### src/rtl/mem_arb_pkg.sv
`default_nettype none
// +--------------------------------------------------------------------------+
// | mem_arb_pkg : shared types and constants for the memory-port arbiter     |
// | Revision    : 1.0                                                        |
// +--------------------------------------------------------------------------+
package mem_arb_pkg;

   typedef enum logic [0:0] {
      ARB_IDLE = 1'b0,
      ARB_BUSY = 1'b1
   } arb_state_e;

   localparam logic OWN_I = 1'b0;
   localparam logic OWN_D = 1'b1;

   localparam int DEF_ADDR_W = 32;
   localparam int DEF_LINE_W = 256;

endpackage
`default_nettype wire

### src/rtl/mem_arbiter_if.sv
`default_nettype none
// +--------------------------------------------------------------------------+
// | mem_arbiter_if : both cache memory-side ports plus the memory port       |
// | Revision       : 1.0                                                     |
// +--------------------------------------------------------------------------+
interface mem_arbiter_if #(
   parameter int ADDR_W = mem_arb_pkg::DEF_ADDR_W,
   parameter int LINE_W = mem_arb_pkg::DEF_LINE_W
) ();
   import mem_arb_pkg::*;

   logic              i_mem_enable_i;
   logic              i_mem_write_i;
   logic [ADDR_W-1:0] i_mem_addr_i;
   logic [LINE_W-1:0] i_mem_data_i;
   logic              i_mem_ack_o;

   logic              d_mem_enable_i;
   logic              d_mem_write_i;
   logic [ADDR_W-1:0] d_mem_addr_i;
   logic [LINE_W-1:0] d_mem_data_i;
   logic              d_mem_ack_o;

   logic [LINE_W-1:0] mem_rdata_o;
   logic              mem_enable_o;
   logic              mem_write_o;
   logic [ADDR_W-1:0] mem_addr_o;
   logic [LINE_W-1:0] mem_data_o;
   logic [LINE_W-1:0] mem_data_i;
   logic              mem_ack_i;
   logic              busy_o;

   // Arbiter side
   modport slave (
      input  i_mem_enable_i, i_mem_write_i, i_mem_addr_i, i_mem_data_i,
      input  d_mem_enable_i, d_mem_write_i, d_mem_addr_i, d_mem_data_i,
      input  mem_data_i, mem_ack_i,
      output i_mem_ack_o, d_mem_ack_o, mem_rdata_o,
      output mem_enable_o, mem_write_o, mem_addr_o, mem_data_o, busy_o
   );

   // Caches and memory side
   modport master (
      output i_mem_enable_i, i_mem_write_i, i_mem_addr_i, i_mem_data_i,
      output d_mem_enable_i, d_mem_write_i, d_mem_addr_i, d_mem_data_i,
      output mem_data_i, mem_ack_i,
      input  i_mem_ack_o, d_mem_ack_o, mem_rdata_o,
      input  mem_enable_o, mem_write_o, mem_addr_o, mem_data_o, busy_o
   );

endinterface
`default_nettype wire

### src/rtl/mem_arbiter_rr_pick2.sv
`default_nettype none
// +--------------------------------------------------------------------------+
// | rr_pick2 : combinational two-way round-robin picker                      |
// | Revision : 1.0                                                           |
// +--------------------------------------------------------------------------+
module rr_pick2
   import mem_arb_pkg::*;
(
   input  wire logic [1:0] req,
   input  wire logic       last,
   output logic            gnt_valid,
   output logic            gnt_id
);

   always_comb begin
      gnt_valid = |req;
      gnt_id    = OWN_I;
      case (req)
         2'b01:   gnt_id = OWN_I;
         2'b10:   gnt_id = OWN_D;
         // Tie: the requester that was not served most recently wins
         2'b11:   gnt_id = (last == OWN_D) ? OWN_I : OWN_D;
         default: gnt_id = OWN_I;
      endcase
   end

endmodule
`default_nettype wire

### src/rtl/mem_arbiter.sv
`default_nettype none
// +--------------------------------------------------------------------------+
// | mem_arbiter : round-robin sharing of the line-wide memory port (I$/D$)   |
// | Revision    : 1.0                                                        |
// +--------------------------------------------------------------------------+
module mem_arbiter
   import mem_arb_pkg::*;
#(
   parameter int ADDR_W = DEF_ADDR_W,
   parameter int LINE_W = DEF_LINE_W
) (
   input  wire logic    clk_i,
   input  wire logic    rst_i,
   mem_arbiter_if.slave bus
);

   arb_state_e        r_state;
   logic              r_owner;
   logic              r_last;
   logic              r_mem_enable;
   logic              r_mem_write;
   logic [ADDR_W-1:0] r_mem_addr;
   logic [LINE_W-1:0] r_mem_data;

   logic              w_gnt_valid;
   logic              w_gnt_id;
   logic              w_busy;
   logic              w_win_write;
   logic [ADDR_W-1:0] w_win_addr;
   logic [LINE_W-1:0] w_win_data;

   rr_pick2 u_pick (
      .req       ({bus.d_mem_enable_i, bus.i_mem_enable_i}),
      .last      (r_last),
      .gnt_valid (w_gnt_valid),
      .gnt_id    (w_gnt_id)
   );

   assign w_win_write = (w_gnt_id == OWN_D) ? bus.d_mem_write_i : bus.i_mem_write_i;
   assign w_win_addr  = (w_gnt_id == OWN_D) ? bus.d_mem_addr_i  : bus.i_mem_addr_i;
   assign w_win_data  = (w_gnt_id == OWN_D) ? bus.d_mem_data_i  : bus.i_mem_data_i;

   // Requester inputs are only looked at in IDLE, so a granted line stays frozen
   always_ff @(posedge clk_i or posedge rst_i) begin
      if (rst_i) begin
         r_state      <= ARB_IDLE;
         r_owner      <= OWN_I;
         r_last       <= OWN_I;   // dcache wins the first tie
         r_mem_enable <= 1'b0;
         r_mem_write  <= 1'b0;
         r_mem_addr   <= '0;
         r_mem_data   <= '0;
      end else begin
         case (r_state)
            ARB_IDLE: begin
               if (w_gnt_valid) begin
                  r_state      <= ARB_BUSY;
                  r_owner      <= w_gnt_id;
                  r_mem_enable <= 1'b1;
                  r_mem_write  <= w_win_write;
                  r_mem_addr   <= w_win_addr;
                  r_mem_data   <= w_win_data;
               end
            end
            ARB_BUSY: begin
               if (bus.mem_ack_i) begin
                  r_state      <= ARB_IDLE;
                  r_last       <= r_owner;
                  r_mem_enable <= 1'b0;
                  r_mem_write  <= 1'b0;
               end
            end
            default: r_state <= ARB_IDLE;
         endcase
      end
   end

   assign w_busy = (r_state == ARB_BUSY);

   assign bus.i_mem_ack_o  = bus.mem_ack_i & w_busy & (r_owner == OWN_I);
   assign bus.d_mem_ack_o  = bus.mem_ack_i & w_busy & (r_owner == OWN_D);
   assign bus.mem_rdata_o  = bus.mem_data_i;
   assign bus.mem_enable_o = r_mem_enable;
   assign bus.mem_write_o  = r_mem_write;
   assign bus.mem_addr_o   = r_mem_addr;
   assign bus.mem_data_o   = r_mem_data;
   assign bus.busy_o       = w_busy;

endmodule
`default_nettype wire

### src/flat_wrapper.sv
// flat-port wrapper written by rule: the top's interface ports become plain ports
module mem_arbiter_flat import mem_arb_pkg::*;
#(
   parameter int ADDR_W = DEF_ADDR_W,
   parameter int LINE_W = DEF_LINE_W
)
  (clk_i, rst_i, bus_i_mem_enable_i, bus_i_mem_write_i, bus_i_mem_addr_i, bus_i_mem_data_i, bus_d_mem_enable_i, bus_d_mem_write_i, bus_d_mem_addr_i, bus_d_mem_data_i, bus_mem_data_i, bus_mem_ack_i, bus_i_mem_ack_o, bus_d_mem_ack_o, bus_mem_rdata_o, bus_mem_enable_o, bus_mem_write_o, bus_mem_addr_o, bus_mem_data_o, bus_busy_o);
  mem_arbiter_if #(.ADDR_W(ADDR_W), .LINE_W(LINE_W)) bus_i ();
  input  wire logic clk_i;
  input  wire logic rst_i;
  input wire logic [$bits(bus_i.i_mem_enable_i)-1:0] bus_i_mem_enable_i;
  input wire logic [$bits(bus_i.i_mem_write_i)-1:0] bus_i_mem_write_i;
  input wire logic [$bits(bus_i.i_mem_addr_i)-1:0] bus_i_mem_addr_i;
  input wire logic [$bits(bus_i.i_mem_data_i)-1:0] bus_i_mem_data_i;
  input wire logic [$bits(bus_i.d_mem_enable_i)-1:0] bus_d_mem_enable_i;
  input wire logic [$bits(bus_i.d_mem_write_i)-1:0] bus_d_mem_write_i;
  input wire logic [$bits(bus_i.d_mem_addr_i)-1:0] bus_d_mem_addr_i;
  input wire logic [$bits(bus_i.d_mem_data_i)-1:0] bus_d_mem_data_i;
  input wire logic [$bits(bus_i.mem_data_i)-1:0] bus_mem_data_i;
  input wire logic [$bits(bus_i.mem_ack_i)-1:0] bus_mem_ack_i;
  output wire logic [$bits(bus_i.i_mem_ack_o)-1:0] bus_i_mem_ack_o;
  output wire logic [$bits(bus_i.d_mem_ack_o)-1:0] bus_d_mem_ack_o;
  output wire logic [$bits(bus_i.mem_rdata_o)-1:0] bus_mem_rdata_o;
  output wire logic [$bits(bus_i.mem_enable_o)-1:0] bus_mem_enable_o;
  output wire logic [$bits(bus_i.mem_write_o)-1:0] bus_mem_write_o;
  output wire logic [$bits(bus_i.mem_addr_o)-1:0] bus_mem_addr_o;
  output wire logic [$bits(bus_i.mem_data_o)-1:0] bus_mem_data_o;
  output wire logic [$bits(bus_i.busy_o)-1:0] bus_busy_o;
  assign bus_i.i_mem_enable_i = bus_i_mem_enable_i;
  assign bus_i.i_mem_write_i = bus_i_mem_write_i;
  assign bus_i.i_mem_addr_i = bus_i_mem_addr_i;
  assign bus_i.i_mem_data_i = bus_i_mem_data_i;
  assign bus_i.d_mem_enable_i = bus_d_mem_enable_i;
  assign bus_i.d_mem_write_i = bus_d_mem_write_i;
  assign bus_i.d_mem_addr_i = bus_d_mem_addr_i;
  assign bus_i.d_mem_data_i = bus_d_mem_data_i;
  assign bus_i.mem_data_i = bus_mem_data_i;
  assign bus_i.mem_ack_i = bus_mem_ack_i;
  assign bus_i_mem_ack_o = bus_i.i_mem_ack_o;
  assign bus_d_mem_ack_o = bus_i.d_mem_ack_o;
  assign bus_mem_rdata_o = bus_i.mem_rdata_o;
  assign bus_mem_enable_o = bus_i.mem_enable_o;
  assign bus_mem_write_o = bus_i.mem_write_o;
  assign bus_mem_addr_o = bus_i.mem_addr_o;
  assign bus_mem_data_o = bus_i.mem_data_o;
  assign bus_busy_o = bus_i.busy_o;
  mem_arbiter #(.ADDR_W(ADDR_W), .LINE_W(LINE_W)) u_core (.clk_i(clk_i), .rst_i(rst_i), .bus(bus_i));
endmodule
### config.mk
export PLATFORM = sky130hd
export DESIGN_NAME = mem_arbiter_flat
export DESIGN_NICKNAME = d
export VERILOG_FILES = /design/src/rtl/mem_arb_pkg.sv /design/src/rtl/mem_arbiter_if.sv /design/src/rtl/mem_arbiter_rr_pick2.sv /design/src/rtl/mem_arbiter.sv /design/src/flat_wrapper.sv
export SDC_FILE = /design/constraint.sdc
export NUM_CORES = 1
export LEC_CHECK = 0
export ABC_AREA = 1
export ABC_CLOCK_PERIOD_IN_PS = 9500
export BUFFER_PORTS_ARGS = -buffer_cell sky130_fd_sc_hd__buf_2
export CAP_MARGIN = 40
export CELL_PAD_IN_SITES_DETAIL_PLACEMENT = 0
export CELL_PAD_IN_SITES_GLOBAL_PLACEMENT = 1
export CORE_AREA = 5 5 537 539
export DETAILED_ROUTE_END_ITERATION = 10
export DIE_AREA = 0 0 542 544
export PLACE_DENSITY_LB_ADDON = 0.1
export SLEW_MARGIN = 20
export SYNTH_ARGS = -nofsm -noshare
export SYNTH_HDL_FRONTEND = slang
export SYNTH_SLANG_ARGS = --single-unit
### constraint.sdc
create_clock -name clk_i -period 9.5 [get_ports clk_i]
set_input_delay 1.425 -clock clk_i [delete_from_list [all_inputs] [get_ports clk_i]]
set_output_delay 1.425 -clock clk_i [all_outputs]
set_load 0.03 [all_outputs]
; Word-level counts from Yosys, hierarchy flattened
; Index checks and enable logic that the tools add are counted.
; W data, S select, Z words.
[classes]
bitwise_logic = 5
mux = 13
eq_ne = 4
reduce_logical = 4
[op_table]
columns = operator, count
row1 = $mux W256, 1
row2 = $mux W32, 1
row3 = $pmux W1 S2, 4
row4 = $mux W1, 7
row5 = $reduce_and A2 Y1, 3
row6 = $eq A2 B2 Y1 const B, 2
row7 = $ne A2 B2 Y1 const B, 2
row8 = $and A1 B1 Y1, 3
row9 = $not A1 Y1, 2
row10 = $reduce_or A2 Y1, 1
[word_totals]
reg_bits = 293
output_inout_bits = 549
inputBits = 839

; Longest topological paths before layout
[logic_depth]
ltp_word = 5
ltp_mapped = 8
ltp_nobuf = 5

; By module
; From an unflattened synthesis, not the netlist that was laid out.
[unflattened]
cells_unflattened = 2429
area_unflattened_um2 = 16578.4
[by_module_without_submodules]
columns = module, area_each_um2, n_inst, cells_per_inst
row1 = mem_arbiter, 16563.4, 1, 2426
row2 = rr_pick2, 15.0, 1, 3

; Worst setup path after synthesis
; Ideal clock, no wire load.
[synth_path]
path_type = input -> output
start = in bus_mem_ack_i
end = out bus_i_mem_ack_o
t_arrival_ns = 1.986
path_buffers = 0
required_ns = 8.075
setup_slack_ns = 6.089
cell_stages = 2
cell_sequence = nand2_1 -> nor2_1
[synth_via]
elab_chain_len = 2
[synth_rtl]
columns = item, line_no
row1 = from (decl), flat_wrapper.sv:20  ; input wire logic [$bits(bus_i.mem_ack_i)-1:0] bus_mem_ack_i;
row2 = $and A1 B1 Y1 (2 in a row), mem_arbiter.sv:80  ; assign bus.i_mem_ack_o = bus.mem_ack_i & w_busy & (r_owner == OWN_I);
row3 = to (decl), flat_wrapper.sv:21  ; output wire logic [$bits(bus_i.i_mem_ack_o)-1:0] bus_i_mem_ack_o;
; Every way passes these cells.

; Worst setup path in the final report
; Ends and elaborated chain as after synthesis.

==> results.txt <==
----------------------------------------------------
[Outcome]
  Run status ... completed

[Place]
  Gpl congestion ... 0.711
  HPWL after detailed placement ... approximately 110000 um
  Total cell area at the placement stage ... 25200 um2
  Count of input and output buffers ... 875

[Route]
  Remaining antenna violation count ... 0
  Per-cell routed wire length ... between 20 and 25 um
  Pre-antenna DRT Iters ... 7
  DRC marker count from the first detailed-route iteration ... 604
  Vias per std cell ... 2.70
  Final routed wirelength across all metal layers ... 144000 um
  DRC violation count after routing ... 0
  Total vias in the final route ... 19200

[Clock network]
  Post-CTS resize count ... 0
  Number of buffers added by the clock tree synthesis step ... 53
  Post CTS Setup Buffer Count ... 0
  Clock edge transition at the registers on the reported setup and hold paths ... roughly 0.05 ns
  Hold bufs inserted after CTS ... 0
  CTS tree ... done
  Max Root-Sink Buffers ... 3
  Worst skew pair latency ... 0.65 ns
  Clock tree root buffer cell ... clkbuf_16
  Clk sink count ... between 200 and 300
  Maximum level of the CTS H-tree ... 2

[Floorplan]
  Die area ... 295000 um2
  Chip width ... 542 um
  Std-Cell Rows ... 196
  Starting Density ... ~6.5%
  Die Height ... 544 um
  Total I/O pin count ... 1388
  Core box area ... 283000 um2

[Critical path]
  WP data required ... slightly above 8 ns
  Data arrival time of the worst path ... roughly 2.4 ns
  CP Launch Type ... input pin
  Critical path peak fanout ... 5
  Endpoint class of the critical path ... primary output
  Class of the most critical setup path ... input pin to primary output

[Power]
  Combinational fraction of design power ... 36.4%
  Clk network pwr share ... 34.1%
  Net switching share of the total power ... 44.5%
  Net Switching ... between 0.002 and 0.003 W
  Maximum ir drop on the vdd rail ... ~0.00013 V
  Register share of total power ... 29.5%
  Leakage power ... 15.0 nW
  Power density over the cells ... 220 nW/um2
  Internal power of the cells ... 0.00330 W

[Timing]
  Setup repair after global routing missed its margin ... no
  Setup skew after layout ... 0.0188 ns
  Setup_tns ... 0 ns
  Relative slew margins ... between 40% and 50%
  Final Cycle Share ... 40.0%
  Transition time of the tightest slew-check pin ... 0.890 ns
  Number of setup violations in the final report ... 0
  Crit path time final ... 3.80 ns
  Number of pins exceeding their max-slew limit in the final report ... 0
  Count of final hold-check violations ... 0
  Max Fclk ... ~260 MHz
  Minimum hold slack ... 0.470 ns

[Finish]
  Net total in the final layout ... 4137
  Area occupied by multi-input gates ... about 6200 um2
  Final design utilization ... 9.55%
  Proportion of layout cells with a drive suffix above 1 ... 29.8%
  Cell area after layout ... between 20000 and 30000 um2
  Filler instances ... 33700
  Area Overhead vs Synth ... 47.0%
  Area of all sequential standard cells ... 7330 um2

[Global route]
  Global route total overflow ... 0
  Number of antenna violations at the first check in global routing ... 88
  Global-route wire length before repair ... 191000 um
  Global-route usage over all layers ... 9.30%
  Largest net degree at the start of global routing ... 101
  Vias in the first global route ... 20700

[Min path]
  Hold WC Path Type ... flip-flop to flip-flop

[Synthesis]
  Commonest register cell after synthesis ... dfrtp_1
  Most area-consuming cells after synthesis ... dfrtp_1 40%, nand2_1 18%, nand3_1 16%
  Warnings from Yosys ... 0
  Post-synthesis cell count ... 2750
  Number of distinct library cell variants in the gate-level netlist after synthesis ... 13
  Most used standard cell by instance count after synthesis ... nand2_1
  Share of the yosys chip area belonging to registers ... ~40%
  Number of flops mapped to enable cells by yosys ... 0
  Yosys reg bits ... approximately 290
  Share of flip-flops with an asynchronous set or reset after synthesis ... between 90% and 100%
  Mapped Nets ... between 3000 and 4000
  Cell area after synthesis ... 18400 um2
  Cell type with the largest total area after synthesis ... dfrtp_1
  Post-Syn Area per Cell ... roughly 6.7 um2
  Top cells by instance count after synthesis ... 872 x nand2_1, 582 x inv_1, 579 x nand3_1, 293 x dfrtp_1, 257 x buf_4
  Share of Yosys cell area claimed by the top area cell type ... 39.8%

[Flow run]
  Number of max-cap violations ... 0

----------------------------------------------------
layout by cell type (no fill, tap or decap):
cell | netlist | routed
buf_8 | 0 | 1
inv_6 | 0 | 1
buf_16 | 0 | 2
buf_4 | 257 | 21
o21ai_1 | 2 | 1
dfrtp_1 | 293 | 293
inv_1 | 582 | 581
clkinv_2 | 0 | 6
clkbuf_1 | 25 | 13
nand2_4 | 0 | 2
nand3_1 | 579 | 579
bufinv_16 | 0 | 1
clkbuf_16 | 0 | 55
clkbuf_8 | 0 | 16
clkinv_4 | 0 | 2
nand2_1 | 872 | 870
o21ai_4 | 0 | 1
nor2_1 | 5 | 5
clkinvlp_4 | 0 | 1
nor2_4 | 1 | 1
diode_2 | 0 | 23
buf_12 | 0 | 10
buf_2 | 118 | 874
a21oi_1 | 1 | 1
area by class of cell:
cell class	count	share of cell area, %
repair buffers	908	17.7
flip-flops and latches	293	27.1
clock inverters	10	0.319
well taps	3762	17.4
multi-input cells	1460	23.1
clock buffers	84	6.08
diodes	23	0.213
inverters	582	8.09
power by group through the flow:
stage	logic (W)	registers (W)	clock network, W
after detailed placement	0.00228	0.00179	0
after global routing	0.00242	0.00180	0.00220
after CTS	0.00228	0.00178	0.00219
after global placement	0.00230	0.00180	0
final	0.00216	0.00176	0.00203
after floorplan	0.000807	0.00235	0
worst paths after layout:
path	from	end	slack [ns]	cells past startpoint
max in group asynchronous	rst_i	u_core.bus.mem_addr_o[2]	7.11	5
min in group asynchronous	rst_i	u_core.bus.mem_data_o[153]	0.71	2
max	bus_mem_ack_i	bus_i_mem_ack_o	5.70	4
min	u_core.bus.mem_data_o[127]	u_core.bus.mem_data_o[127]	0.47	2
max reg2reg	u_core.r_last	u_core.bus.mem_data_o[164]	6.37	7
min reg2reg	u_core.bus.mem_data_o[127]	u_core.bus.mem_data_o[127]	0.47	2
sequential cells by signal, summed over array words and instances, names as in the netlist:
name                     count
u_core.bus.mem_enable_o      1
u_core.bus.mem_data_o      256
u_core.r_last                1
u_core.bus.mem_write_o       1
u_core.r_owner               1
u_core.bus.busy_o            1
u_core.bus.mem_addr_o       32
logic make-up after synthesis:
| group | Yosys count | synth area share [%] |
|---|---|---|
| AND/OR/NAND/NOR | 1457 | 33.7 |
| AO/OA/AOI/OAI | 3 | 0.0815 |
| buffers and inverters | 997 | 26.4 |
| flip-flops | 293 | 39.8 |
stage by stage:
| step | setup WS (ns) | power (W) | instances |
|---|---|---|---|
| 2_1_floorplan | 4.19 | 0.00316 | 2750 |
| 3_3_place_gp | 4.74 | 0.00410 | 7002 |
| 3_5_place_dp | 4.99 | 0.00407 | 7004 |
| 4_1_cts | 5.61 | 0.00625 | 7098 |
| 5_1_grt | 5.60 | 0.00643 | 7102 |
| 6_report | 5.70 | 0.00595 | 7122 |
worst max-delay path, cell delays in order:
cell and delay (ns):
buf_2 0.08, nand2_1 0.31, nor2_1 0.29, buf_2 0.26
routing by layer:
metal,GRT usage [%],vias to the layer above,part of all wire [%]
met5,0.276,-,0.29
met4,3.22,58,3.5
met3,5.57,332,13
met2,15.2,919,46
met1,9.94,8874,38
li1,-,9052,-
Note: power is estimated with default switching activity, not from simulation.
